===== src/rtl/tape_capture_pkg.sv =====
// Shared types and timing helpers for the cassette tape-out capture block.
package tape_pkg;

    typedef enum logic [2:0] {
        IDLE,
        IDLE_WAIT,
        DATA,
        PARITY,
        STOP
    } tape_state_t;

    // Converts a duration in microseconds to whole clock cycles, rounded down.
    function automatic int unsigned us_to_cycles(input int unsigned clk_hz, input int unsigned us);
        longint unsigned c;
        c = (64'(clk_hz) * 64'(us)) / 64'd1000000;
        return 32'(c);
    endfunction

endpackage


===== src/rtl/tape_capture_if.sv =====
// Tape-in / capture-RAM-out signal bundle for tape_capture.
interface tape_capture_if #(
    parameter int unsigned ADDR_W = 16
) ();
    logic              arm;
    logic              relay;
    logic              tape_out;
    logic              wr_en;
    logic [ADDR_W-1:0] wr_addr;
    logic [7:0]        wr_data;
    logic [ADDR_W:0]   byte_count;
    logic              parity_err;
    logic              overflow;
    logic              busy;

    // wr_en is a single-cycle strobe with no back-pressure: the capture RAM must
    // accept wr_addr/wr_data on every cycle wr_en is high.
    modport master (
        output arm, relay, tape_out,
        input  wr_en, wr_addr, wr_data, byte_count, parity_err, overflow, busy
    );

    modport slave (
        input  arm, relay, tape_out,
        output wr_en, wr_addr, wr_data, byte_count, parity_err, overflow, busy
    );
endinterface


===== src/rtl/tape_capture_period_meter.sv =====
// Synchronises tape_out, times rising-edge-to-rising-edge periods and classifies
// each accepted period as a short (1) or long (0) bit; flags line idle.
module tape_period_meter
    import tape_pkg::*;
#(
    parameter int unsigned CLK_HZ   = 24000000,
    parameter int unsigned MIN_US   = 100,
    parameter int unsigned SPLIT_US = 312,
    parameter int unsigned IDLE_US  = 1000
) (
    input  logic i_clk_sys,
    input  logic i_reset,
    input  logic i_tape_out,
    output logic o_bit_valid,
    output logic o_bit_val,
    output logic o_idle
);

    localparam logic [16:0] MIN_C   = 17'(us_to_cycles(CLK_HZ, MIN_US));
    localparam logic [16:0] SPLIT_C = 17'(us_to_cycles(CLK_HZ, SPLIT_US));
    localparam logic [16:0] IDLE_C  = 17'(us_to_cycles(CLK_HZ, IDLE_US));
    localparam logic [16:0] IDLE_M1 = IDLE_C - 17'd1;

    logic        r_sync1;
    logic        r_sync2;
    logic        r_prev;
    logic [16:0] r_cnt;

    logic w_rise;
    logic w_glitch;
    logic w_sat;
    logic w_accept;

    assign w_rise   = r_sync2 & ~r_prev;
    assign w_glitch = (r_cnt < MIN_C);
    assign w_sat    = (r_cnt >= IDLE_C);
    assign w_accept = w_rise & ~w_glitch;

    // The counter is cleared to 1 so that its value on the next edge equals the
    // full cycle length in clocks.
    always_ff @(posedge i_clk_sys) begin
        if (i_reset) begin
            r_sync1 <= 1'b0;
            r_sync2 <= 1'b0;
            r_prev  <= 1'b0;
            r_cnt   <= '0;
        end else begin
            r_sync1 <= i_tape_out;
            r_sync2 <= r_sync1;
            r_prev  <= r_sync2;
            if (w_accept) begin
                r_cnt <= 17'd1;
            end else if (!w_sat) begin
                r_cnt <= r_cnt + 17'd1;
            end
        end
    end

    // An edge arriving after a saturated (idle) period only re-times the line;
    // the silence before it is not a bit.
    assign o_bit_valid = w_accept & ~w_sat;
    assign o_bit_val   = (r_cnt < SPLIT_C);
    assign o_idle      = (r_cnt == IDLE_M1) & ~w_accept;

endmodule


===== src/rtl/tape_capture.sv =====
// Frames classified tape bits into Oric fast-format bytes (start 0, 8 data LSB
// first, odd parity, stop 1s) and writes them to the capture RAM.
module tape_capture
    import tape_pkg::*;
#(
    parameter int unsigned CLK_HZ   = 24000000,
    parameter int unsigned MIN_US   = 100,
    parameter int unsigned SPLIT_US = 312,
    parameter int unsigned IDLE_US  = 1000,
    parameter int unsigned ADDR_W   = 16
) (
    input  logic           i_clk_sys,
    input  logic           i_reset,
    tape_capture_if.slave  bus,
    output tape_state_t    o_dbg_state
);

    localparam logic [ADDR_W:0] FULL = {1'b1, {ADDR_W{1'b0}}};

    tape_state_t       r_state;
    tape_state_t       w_state_nxt;
    logic [7:0]        r_shift;
    logic [7:0]        w_shift_nxt;
    logic [2:0]        r_idx;
    logic [2:0]        w_idx_nxt;
    logic              r_arm_d;
    logic              r_wr_en;
    logic [ADDR_W-1:0] r_wr_addr;
    logic [7:0]        r_wr_data;
    logic [ADDR_W:0]   r_count;
    logic              r_parity_err;
    logic              r_overflow;

    logic w_bit_valid;
    logic w_bit_val;
    logic w_idle;
    logic w_run;
    logic w_arm_rise;
    logic w_set_perr;
    logic w_do_write;

    tape_period_meter #(
        .CLK_HZ  (CLK_HZ),
        .MIN_US  (MIN_US),
        .SPLIT_US(SPLIT_US),
        .IDLE_US (IDLE_US)
    ) u_meter (
        .i_clk_sys  (i_clk_sys),
        .i_reset    (i_reset),
        .i_tape_out (bus.tape_out),
        .o_bit_valid(w_bit_valid),
        .o_bit_val  (w_bit_val),
        .o_idle     (w_idle)
    );

    assign w_run      = bus.relay & bus.arm;
    assign w_arm_rise = bus.arm & ~r_arm_d;

    always_comb begin
        w_state_nxt = r_state;
        w_shift_nxt = r_shift;
        w_idx_nxt   = r_idx;
        w_set_perr  = 1'b0;
        w_do_write  = 1'b0;
        if (!w_run || w_arm_rise || w_idle) begin
            w_state_nxt = IDLE;
        end else if (w_bit_valid) begin
            unique case (r_state)
                IDLE, IDLE_WAIT: begin
                    if (!w_bit_val) begin
                        w_state_nxt = DATA;
                        w_idx_nxt   = 3'd0;
                    end
                end
                DATA: begin
                    w_shift_nxt = {w_bit_val, r_shift[7:1]};
                    w_idx_nxt   = r_idx + 3'd1;
                    if (r_idx == 3'd7) begin
                        w_state_nxt = PARITY;
                    end
                end
                PARITY: begin
                    w_set_perr  = ~((^r_shift) ^ w_bit_val);
                    w_state_nxt = STOP;
                end
                STOP: begin
                    // A 0 here is a framing error; it is not taken as a new start bit.
                    if (w_bit_val) begin
                        w_do_write  = 1'b1;
                        w_state_nxt = IDLE_WAIT;
                    end else begin
                        w_state_nxt = IDLE;
                    end
                end
                default: w_state_nxt = IDLE;
            endcase
        end
    end

    always_ff @(posedge i_clk_sys) begin
        if (i_reset) begin
            r_state      <= IDLE;
            r_shift      <= '0;
            r_idx        <= '0;
            r_arm_d      <= 1'b0;
            r_wr_en      <= 1'b0;
            r_wr_addr    <= '0;
            r_wr_data    <= '0;
            r_count      <= '0;
            r_parity_err <= 1'b0;
            r_overflow   <= 1'b0;
        end else begin
            r_state <= w_state_nxt;
            r_shift <= w_shift_nxt;
            r_idx   <= w_idx_nxt;
            r_arm_d <= bus.arm;
            r_wr_en <= 1'b0;
            if (w_arm_rise) begin
                r_count      <= '0;
                r_parity_err <= 1'b0;
                r_overflow   <= 1'b0;
            end else begin
                if (w_set_perr) begin
                    r_parity_err <= 1'b1;
                end
                if (w_do_write) begin
                    if (r_count == FULL) begin
                        r_overflow <= 1'b1;
                    end else begin
                        r_wr_en   <= 1'b1;
                        r_wr_addr <= r_count[ADDR_W-1:0];
                        r_wr_data <= r_shift;
                        r_count   <= r_count + 1'b1;
                    end
                end
            end
        end
    end

    assign bus.wr_en      = r_wr_en;
    assign bus.wr_addr    = r_wr_addr;
    assign bus.wr_data    = r_wr_data;
    assign bus.byte_count = r_count;
    assign bus.parity_err = r_parity_err;
    assign bus.overflow   = r_overflow;
    assign bus.busy       = (r_state != IDLE);
    assign o_dbg_state    = r_state;

endmodule

===== src/flat_wrapper.sv =====
// flat-port wrapper written by rule: the top's interface ports become plain ports
module tape_capture_flat import tape_pkg::*;
#(
    parameter int unsigned CLK_HZ   = 24000000,
    parameter int unsigned MIN_US   = 100,
    parameter int unsigned SPLIT_US = 312,
    parameter int unsigned IDLE_US  = 1000,
    parameter int unsigned ADDR_W   = 16
)
  (i_clk_sys, i_reset, o_dbg_state, bus_arm, bus_relay, bus_tape_out, bus_wr_en, bus_wr_addr, bus_wr_data, bus_byte_count, bus_parity_err, bus_overflow, bus_busy);
  tape_capture_if #(.ADDR_W(ADDR_W)) bus_i ();
  input  logic i_clk_sys;
  input  logic i_reset;
  output tape_state_t o_dbg_state;
  input wire logic [$bits(bus_i.arm)-1:0] bus_arm;
  input wire logic [$bits(bus_i.relay)-1:0] bus_relay;
  input wire logic [$bits(bus_i.tape_out)-1:0] bus_tape_out;
  output wire logic [$bits(bus_i.wr_en)-1:0] bus_wr_en;
  output wire logic [$bits(bus_i.wr_addr)-1:0] bus_wr_addr;
  output wire logic [$bits(bus_i.wr_data)-1:0] bus_wr_data;
  output wire logic [$bits(bus_i.byte_count)-1:0] bus_byte_count;
  output wire logic [$bits(bus_i.parity_err)-1:0] bus_parity_err;
  output wire logic [$bits(bus_i.overflow)-1:0] bus_overflow;
  output wire logic [$bits(bus_i.busy)-1:0] bus_busy;
  assign bus_i.arm = bus_arm;
  assign bus_i.relay = bus_relay;
  assign bus_i.tape_out = bus_tape_out;
  assign bus_wr_en = bus_i.wr_en;
  assign bus_wr_addr = bus_i.wr_addr;
  assign bus_wr_data = bus_i.wr_data;
  assign bus_byte_count = bus_i.byte_count;
  assign bus_parity_err = bus_i.parity_err;
  assign bus_overflow = bus_i.overflow;
  assign bus_busy = bus_i.busy;
  tape_capture #(.CLK_HZ(CLK_HZ), .MIN_US(MIN_US), .SPLIT_US(SPLIT_US), .IDLE_US(IDLE_US), .ADDR_W(ADDR_W)) u_core (.i_clk_sys(i_clk_sys), .i_reset(i_reset), .bus(bus_i), .o_dbg_state(o_dbg_state));
endmodule

===== config.mk =====
export PLATFORM = sky130hd
export DESIGN_NAME = tape_capture_flat
export DESIGN_NICKNAME = d
export VERILOG_FILES = /design/src/rtl/tape_capture_pkg.sv /design/src/rtl/tape_capture_if.sv /design/src/rtl/tape_capture_period_meter.sv /design/src/rtl/tape_capture.sv /design/src/flat_wrapper.sv
export SDC_FILE = /design/constraint.sdc
export NUM_CORES = 1
export LEC_CHECK = 0
export BUFFER_PORTS_ARGS = -buffer_cell sky130_fd_sc_hd__clkbuf_2
export CORE_UTILIZATION = 43
export DETAILED_ROUTE_END_ITERATION = 12
export PLACE_DENSITY_LB_ADDON = 0.1
export SYNTH_ARGS = -nofsm -noshare
export SYNTH_HDL_FRONTEND = slang
export SYNTH_HIERARCHICAL = 1
export SYNTH_SLANG_ARGS = --single-unit

===== constraint.sdc =====
create_clock -name i_clk_sys -period 6.5 [get_ports i_clk_sys]
set_clock_uncertainty 0.05 [all_clocks]
set_input_delay 0 -clock i_clk_sys [delete_from_list [all_inputs] [get_ports i_clk_sys]]
set_output_delay 0 -clock i_clk_sys [all_outputs]
set_load 0.02 [all_outputs]

-- After elaboration in Yosys (flattened, before gate mapping)
Index checks and enable logic that the tools add are counted.
- register bits: 79
- output and inout bits: 48
- logic and storage cells: 82
- add/sub/neg operators: 3
- order comparisons: 3
- equality and inequality tests: 10
- muxes and demuxes: 16
- bitwise gates (word level): 17
- reductions and logical operators: 18
- operators by type and width (kind ; count):
    17-bit by 1-bit adder with 17-bit output, second input constant ; 2
    17-bit by 15-bit == test with 1-bit output, second input constant ; 1
    17-bit == test, second input constant ; 1
    17-bit by 15-bit greater-or-equal comparator with 1-bit output, second input constant ; 1
    17-bit by 12-bit less-than comparator with 1-bit output, second input constant ; 1
    17-bit by 13-bit less-than comparator with 1-bit output, second input constant ; 1
    3-bit case mux with 4 select lines ; 1
    1-bit two-way mux ; 11
    1-bit inverter ; 10
    3-bit two-way mux ; 3
    3-bit AND reduction ; 3
    2-bit OR reduction ; 4
    8-bit XOR reduction ; 1
    1-bit bitwise AND ; 6
    3-bit by 2-bit == test with 1-bit output, second input constant ; 2
    3-bit == test, second input constant ; 2
    3-bit case mux with 2 select lines ; 1
    2-bit by 1-bit != test with 1-bit output, second input constant ; 2
    2-bit AND reduction ; 2
    4-bit AND reduction ; 1
    3-bit by 1-bit adder with 3-bit output, second input constant ; 1
    3-bit by 1-bit == test with 1-bit output, second input constant ; 1
    3-bit zero test ; 1
    3-bit nonzero test ; 1
    6 further kinds ; 7

-- Longest topological paths before layout
Gate-level depths: netlist of run 1.
- depth in word-level cells: 9
- depth in mapped cells: 11
- depth with buffers taken out: 8

-- Hierarchy
Netlist of run 1, hierarchy kept.
- by module, submodules not included (module ; instances ; cells an instance ; area each (µm²) ; seq. area each (µm²)):
    tape_capture ; 1 ; 304 ; 2635.0 ; 1181.1
    tape_period_meter ; 1 ; 124 ; 1017.2 ; 400.4

-- Least setup slack after synthesis of run 1
No wires, ideal clock.
- path kind: register to register
- from: register u_core.u_meter.r_cnt[14]
- to: register u_core.r_count[14], in the netlist u_core/bus.byte_count[14]
- setup time: 70 ps
- arrival time: 2682 ps
- path slack: 3697 ps
- cell stages (with the launch flop): 9
- buffers on the path: 1
- clock period less this slack: 2803 ps
- cells stage by stage: dfxtp_1 or3_4 a31o_1 buf_2 nor2_1 nand2_2 or4_4 or4_1 a21oi_1
- elaborated cells on any way between the ends: 16
- classes of those cells: order compare (3); eq/ne (1); mux (4); bitwise (6); reduce/logical (2)
- RTL lines (element ; RTL line ; text):
    start, declared ; tape_capture_period_meter.sv:27 ; logic [16:0] r_cnt;
    start signal, assigned ; tape_capture_period_meter.sv:54 ; r_cnt <= r_cnt + 17'd1;
    17-bit by 12-bit less-than comparator with 1-bit output ; tape_capture_period_meter.sv:35 ; assign w_glitch = (r_cnt < MIN_C);
    1-bit inverter ; tape_capture_period_meter.sv:37 ; assign w_accept = w_rise & ~w_glitch;
    1-bit bitwise AND ; tape_capture_period_meter.sv:37 ;
    1-bit bitwise AND * ; tape_capture_period_meter.sv:61 ; assign o_bit_valid = w_accept & ~w_sat;
    named net u_core.w_bit_valid ; tape_capture.sv:34 ; logic w_bit_valid;
    1-bit two-way mux * ; tape_capture.sv:67 ; end else if (w_bit_valid) begin
    1-bit two-way mux * ; tape_capture.sv:65 ; if (!w_run || w_arm_rise || w_idle) begin
    2-bit AND reduction (no line) * ; n/a ;
    end signal, assigned ; tape_capture.sv:133 ; r_count <= r_count + 1'b1;
    end, declared ; tape_capture.sv:30 ; logic [ADDR_W:0] r_count;
Mark *: on every way through the listed nets, which the timed path passes. The rest lies on a longest branch.
A chain may end at the register's enable or synchronous reset.

-- Final worst setup path of run 1
- from: register u_core.u_meter.r_cnt[14]
- to: register u_core.r_count[11], in the netlist u_core/bus.byte_count[11]
Same word-level chain as after synthesis.

==> metrics.txt, run 1 <==
placed cell area=0.00394 mm^2; setup TNS=0 ps; TritonCTS clock tree=built; share of layout cells above drive strength 1=0.166; Max Transition Viols Final=0; grt total ovfl=0; worst hold margin=166 ps; largest area contributor in the netlist=dfxtp_1; Post-synth ARST share=0; Post-CTS Setup Inserts=0; Worst setup SP type=register; DRT iter0 DRCs=~160; top-area cell type share of the netlist area=0.433; Rows=33; Synth Net Count=439; run status=complete, no violations; Mapped Area=0.00365 mm^2; register area share after synthesis=0.433; Netlist cell types=48; Port Buffers=between 50 and 60; area grow syn2layout=14.1%; Max Cap Viol=0; top area cells in the synthesized netlist=dfxtp_1 (43%), a21oi_1 (7.9%), o21ai_0 (6.0%), nand3_1 (4.5%), or3_1 (3.9%); Total Routing Usage GR=0.209; largest net degree at the start of global routing=47; endpoints failing setup=0; Worst Tran Pin Value=1160 ps; CTS sink cnt=a little under 80; crit share post-route=0.518; Detailed Route WL=roughly 8700 um; Hold Fails Final Rpt=0; design area=0.00417 mm^2; die area=between 0.008 and 0.009 mm^2; global-route wire length before repair=14,700 um; crit path DAT=3590 ps; final core utilization=0.507; Nets=477; number of buffers created by CTS=9; relative slew slack=0.222; post-route ant nets=0; Max Freq=slightly below 300 MHz; CTS max path bufs=2; vias=between 3,000 and 4,000; crit-path max cell delay=740 ps; Clock transition at path regs=approximately 80 ps; Detailed Place HPWL=between 5000 and 6000 um; Post-Synthesis Cells=428; Post-synth top flop=dfxtp_1; post-layout min period=3370 ps; kind of critical path=register to register; RSZ-0062 raised after global routing=false; root buf cell=clkbuf_8; most frequent CP cell=or4_1; Worst Setup End Kind=register; Die Y-Extent=94.2 um; number of synthesized flops with an enable pin=0; worst IR drop on VDD=0.000126 V; Diodes inserted=0; register bit total from synthesis=79; Pwr Density=225 mW/mm^2; most frequent cell after synthesis=dfxtp_1; initial antenna violation count=0; Leak Pwr=1.43 nW; gpl congestion=0.808; Critical Path Fanout Max=23; worst path cell trace=a211o_1 > a31o_1 > nor2_1 > nand2_2 > or4_1 > or4_1 > a21oi_1; # DRC=0; CP max stage cell=or4_1; crit path buf inv count=0; # IOs=53; DRT Pass-1 Iters=5; chip width=94.2 um; vias in the first global route=2,967; core box area=0.00822 mm^2; Mean Syn Cell Area=8.53 um^2; CTS H-tree depth=3; Clock Latency Late Sink=between 300 and 400 ps; per-cell routed wire length=15.2 um; initial core utilization=0.444; HP Class=input pin to register; Vias/cell=5.69; leading cell types by count after synthesis=dfxtp_1 (79), a21oi_1 (58), o21ai_0 (44); Yosys warnings=6; critical path's top delay family=simple AND/OR/NAND/NOR gates; Crit path required time=6720 ps
[per-layer routing]
metal	vias to the layer above	routed length (um)	track usage
met4	0	50	0.0500
met1	1546	4230	0.281
met3	5	403	0.0485
met2	74	4030	0.338
li1	1649	-	-
met5	-	0	0
[cell usage in the layout (no fill, tap or decap), types with 9 or more instances in the layout]
master / n
nand2_1: 12
o31ai_1: 10
clkbuf_8: 9
inv_1: 17
mux2i_1: 11
a21oi_1: 58
nand3_1: 33
nand4_1: 9
clkbuf_2: 52
dfxtp_1: 79
nor2_1: 20
or4_1: 13
or3_1: 23
o21ai_0: 44
[state kept, by name, summed over array words and instances (netlist names), 3 cells and up]
name and flops:
u_core/o_dbg_state 3, u_core/r_idx 3, u_core/r_shift 8, u_core/bus.byte_count 17, u_core/bus.wr_addr 16, u_core/bus.wr_data 8, u_core/u_meter/r_cnt 17
[cell families (layout without fill, tap and decap cells)]
kind of cell,after synthesis,in the layout,share of synthesized area
and+or+nand+nor,149,149,0.243
buffers and inverters,47,89,0.0548
muxes,12,12,0.0332
AOI/OAI and AO/OA,127,127,0.193
DFF,79,79,0.433
xor gates and xnor gates,8,8,0.0230
adders and majority gates,6,6,0.0206
[tightest hold or removal path, stage by stage]
cell      delay (ps)
clkbuf_2          90
nand3b_2         190
nor4_1            90
nand4b_1          90
a21oi_1           60
[final cells by class]
| class | count | area [um^2] |
|---|---|---|
| tap | 105 | 131 |
| sequential | 79 | 1580 |
| clock buffer | 10 | 128 |
| timing repair buffer | 57 | 303 |
| clock inverter | 5 | 83.8 |
| fill | 838 | 4050 |
| inverter | 17 | 63.8 |
| multi-input combinational | 302 | 1880 |
[repair_timing]
| item | in CTS | in global routing |
|---|---|---|
| hold buffers | 2 | 0 |
| resized for setup | 0 | 0 |
| endpoints found under the hold margin | 2 | 0 |
[per-stage QoR]
stage | std cells | setup WS (ps) | power (mW)
2_1_floorplan | 428 | 3700 | 0.543
3_3_place_gp | 558 | 3320 | 0.552
3_5_place_dp | 558 | 3220 | 0.554
4_1_cts | 575 | 3190 | 0.951
5_1_grt | 575 | 2850 | 0.984
6_report | 575 | 3130 | 0.937
[where the power goes]
group | leakage, nW | internal, mW | switching (mW)
registers | 0.638 | 0.495 | 0.0126
logic | 0.690 | 0.0135 | 0.0226
clock network | 0.0986 | 0.215 | 0.178
total | 1.43 | 0.724 | 0.213
[worst paths after layout]
path	from	endpoint	slack [ps]	depth (start not counted)
setup / recovery	u_core/u_meter/r_cnt[14]$_SDFFE_PP0P_	u_core/bus.byte_count[11]$_SDFFE_PP0P_	3130	7
hold reg to reg	u_core/u_meter/r_sync1$_SDFF_PP0_	u_core/u_meter/r_sync2$_SDFF_PP0_	390	1
setup reg to reg	u_core/u_meter/r_cnt[14]$_SDFFE_PP0P_	u_core/bus.byte_count[11]$_SDFFE_PP0P_	3130	7
hold / removal	bus_relay	u_core/bus.byte_count[4]$_SDFFE_PP0P_	170	5
No activity file was read; power rests on OpenSTA's default activity.
==> inputs of run 2 (changes only) <==
--- a/config.mk
+++ b/config.mk
@@ -5,6 +5,7 @@
 export SDC_FILE = /design/constraint.sdc
 export NUM_CORES = 1
 export LEC_CHECK = 0
+export ABC_AREA = 1
 export BUFFER_PORTS_ARGS = -buffer_cell sky130_fd_sc_hd__clkbuf_2
 export CORE_UTILIZATION = 43
 export DETAILED_ROUTE_END_ITERATION = 12
==> constraint.sdc (replaced) <==
create_clock -name i_clk_sys -period 2.95 [get_ports i_clk_sys]
set_clock_uncertainty 0.05 [all_clocks]
set_input_delay 0 -clock i_clk_sys [delete_from_list [all_inputs] [get_ports i_clk_sys]]
set_output_delay 0 -clock i_clk_sys [all_outputs]
set_load 0.02 [all_outputs]
==> metrics.txt, run 2 <==
Hold Fails Final Rpt=0 (unchanged); worst r2r src=u_core/u_meter/r_cnt[8]$_SDFFE_PP0P_ (was u_core/u_meter/r_cnt[14]$_SDFFE_PP0P_); # fillers=953 (was 838); top area cells in the synthesized netlist=dfxtp_1 (39%), nand2_1 (11%), nor2_1 (9.6%), nand3_1 (5.7%), inv_1 (5.5%) (was dfxtp_1 (43%), a21oi_1 (7.9%), o21ai_0 (6.0%), nand3_1 (4.5%), or3_1 (3.9%)); Max Freq=409 MHz (was 297 MHz); Diodes inserted=0 (unchanged); Port Buffers=52 (unchanged); crit share post-route=0.830 (was 0.518); final non-filler cell total=754 (was 575); commonest cells after routing, fill and taps aside=nand2_1 (121), nor2_1 (103), dfxtp_1 (79) (was dfxtp_1 (79), a21oi_1 (58), clkbuf_2 (52)); number of buffers created by CTS=9 (unchanged); Die Y-Extent=98.9 um (was 94.2 um); worst IR drop on VDD=0.000187 V (was 0.000126 V); global-route wire length before repair=16,200 um (was 14,700 um); chip width=98.9 um (was 94.2 um); RSZ-0062 raised after global routing=false (unchanged); core box area=0.00915 mm^2 (was 0.00822 mm^2); CTS max path bufs=2 (unchanged); Post-synth ARST share=0 (unchanged); Worst R2R End=u_core/bus.wr_addr[4]$_SDFFE_PP0P_ (was u_core/bus.byte_count[11]$_SDFFE_PP0P_); endpoints failing setup=0 (unchanged); Netlist cell types=39 (was 48); DRT iter0 DRCs=186 (was 162); Worst Hold Path EP=u_core/o_dbg_state[1]$_SDFFE_PP0P_ (was u_core/bus.byte_count[4]$_SDFFE_PP0P_); initial core utilization=0.441 (was 0.444); register bit total from synthesis=79 (unchanged); Mean Syn Cell Area=6.94 um^2 (was 8.53 um^2); # IOs=53 (unchanged); post-route ant nets=0 (unchanged); setup TNS=0 ps (unchanged); Mapped Area=0.00404 mm^2 (was 0.00365 mm^2); Post-Synthesis Cells=582 (was 428); area grow syn2layout=13.5% (was 14.1%); gpl congestion=0.877 (was 0.808); Worst Setup End Kind=register (unchanged); Synth Net Count=593 (was 439); most common cell after layout, fill and taps aside=nand2_1 (was dfxtp_1); Detailed Route WL=9600 um (was 8720 um); most frequent cell after synthesis=nand2_1 (was dfxtp_1); Post-synth top flop=dfxtp_1 (unchanged); Max Cap Viol=0 (unchanged); placed cell area=0.00437 mm^2 (was 0.00394 mm^2); Vias/cell=5.04 (was 5.69); Max Transition Viols Final=0 (unchanged); HP Class=input pin to register (unchanged); Pwr Density=402 mW/mm^2 (was 225 mW/mm^2); vias in the first global route=3,507 (was 2,967); placed cell count=735 (was 558); worst slack, placed=487 ps (was 3220 ps); CTS H-tree depth=3 (unchanged); Hold Path Cell Cnt=5 (unchanged); Clock Latency Late Sink=340 ps (was 350 ps); Reg2Reg Depth=16 (was 7); R2R setup slack=500 ps (was 3130 ps); largest area contributor in the netlist=dfxtp_1 (unchanged); design area=0.00459 mm^2 (was 0.00417 mm^2); per-cell routed wire length=12.7 um (was 15.2 um); Critical Path Fanout Max=25 (was 23); leading cell types by count after synthesis=nand2_1 (121), nor2_1 (103), dfxtp_1 (79) (was dfxtp_1 (79), a21oi_1 (58), o21ai_0 (44)); post-layout min period=2450 ps (was 3370 ps); root buf cell=clkbuf_8 (unchanged); die area=0.00979 mm^2 (was 0.00887 mm^2); Clock transition at path regs=80 ps (about the same); run status=complete, no violations (unchanged); grt total ovfl=0 (unchanged); Worst setup SP type=register (unchanged); TritonCTS clock tree=built (unchanged); DRT Pass-1 Iters=4 (was 5); crit path DAT=2630 ps (was 3590 ps); post-cts resize count=0 (unchanged); Rows=35 (was 33); Leak Pwr=1.98 nW (was 1.43 nW); register area share after synthesis=0.391 (was 0.433); CTS sink cnt=79 (unchanged); number of synthesized flops with an enable pin=0 (unchanged); worst setup margin=502 ps (was 3130 ps); kind of critical path=register to register (unchanged); Worst Tran Pin Value=682 ps (was 1160 ps); share of layout cells above drive strength 1=0.157 (was 0.166); Total Routing Usage GR=0.207 (was 0.209); Crit path required time=3130 ps (was 6720 ps); vias=3,802 (was 3,274); Detailed Place HPWL=7010 um (was 5660 um); top-area cell type share of the netlist area=0.391 (was 0.433); power consumption=1.84 mW (was 0.937 mW); min-delay src=bus_relay (unchanged); Nets=651 (was 477); largest net degree at the start of global routing=34 (was 47); # DRC=0 (unchanged); relative slew slack=0.542 (was 0.222); initial antenna violation count=0 (unchanged); Yosys warnings=6 (unchanged)
## run 2: worst max-delay path: stages, from the launching register on
cell and delay, ps:
dfxtp_1 430, nand2_1 140, nand2_1 90, inv_1 40, nand2_1 50, nand2_1 40
nand2_1 90, nand2_2 90, and3_1 160, inv_1 80, nand4_4 110, inv_2 110
nand2_4 80, nor2_8 150, nand2_2 270, o21ai_0 290, nor2_1 60
## run 2: routing by layer
layer	global-route usage	up-vias	routed length, um
li1	-	1992	-
met1	0.265	1712	4660
met2	0.337	78	4290
met3	0.0376	20	394
met4	0.0999	0	247
met5	0	-	0
## run 2: layout make-up
cell class              count  area (um^2)  share of cell area
inverters                  64          248              0.0540
clock inverters             3         18.8             0.00409
repair buffers             61          340              0.0742
flip-flops and latches     79         1580               0.345
well taps                 111          139              0.0303
multi-input cells         425         2110               0.459
clock buffers              11          151              0.0330
## run 2: timing repair
item / in CTS / in global routing
setup buffers: 0 / 0
hold buffers: 5 / 0
hold endpoints to repair: 8 / 0
## run 2: report_power, final
| group | switching [mW] | internal, mW |
|---|---|---|
| clock network | 0.369 | 0.343 |
| registers | 0.00620 | 1.07 |
| logic | 0.0342 | 0.0195 |
| total | 0.409 | 1.43 |
## run 2: logic make-up after synthesis
group,synth area share
and+or+nand+nor,0.356
adders and majority gates,0.0186
AOI/OAI and AO/OA,0.115
buffers and inverters,0.0870
xor gates and xnor gates,0.0325
DFF,0.391
## run 2: worst max-delay path by stage
stage / start / end / slack [ps]
floorplan: u_core/u_meter/r_cnt[9]$_SDFFE_PP0P_ / u_core/bus.byte_count[5]$_SDFFE_PP0P_ / 850
CTS: u_core/u_meter/r_cnt[8]$_SDFFE_PP0P_ / u_core/bus.wr_addr[4]$_SDFFE_PP0P_ / 480
finish: u_core/u_meter/r_cnt[8]$_SDFFE_PP0P_ / u_core/bus.wr_addr[4]$_SDFFE_PP0P_ / 500
global placement: u_core/u_meter/r_cnt[8]$_SDFFE_PP0P_ / u_core/bus.wr_addr[15]$_SDFFE_PP0P_ / 590
global route: u_core/u_meter/r_cnt[8]$_SDFFE_PP0P_ / u_core/bus.wr_addr[3]$_SDFFE_PP0P_ / 210
detailed placement: u_core/u_meter/r_cnt[8]$_SDFFE_PP0P_ / u_core/bus.wr_addr[4]$_SDFFE_PP0P_ / 490
## run 2: metrics by stage
stage | util | hold slack (ps)
after floorplan | - | 19.1
after global placement | 0.477 | 143
after detailed placement | 0.477 | 149
after CTS | 0.501 | 32.5
after global routing | 0.501 | 52.2
final | 0.501 | 48.6
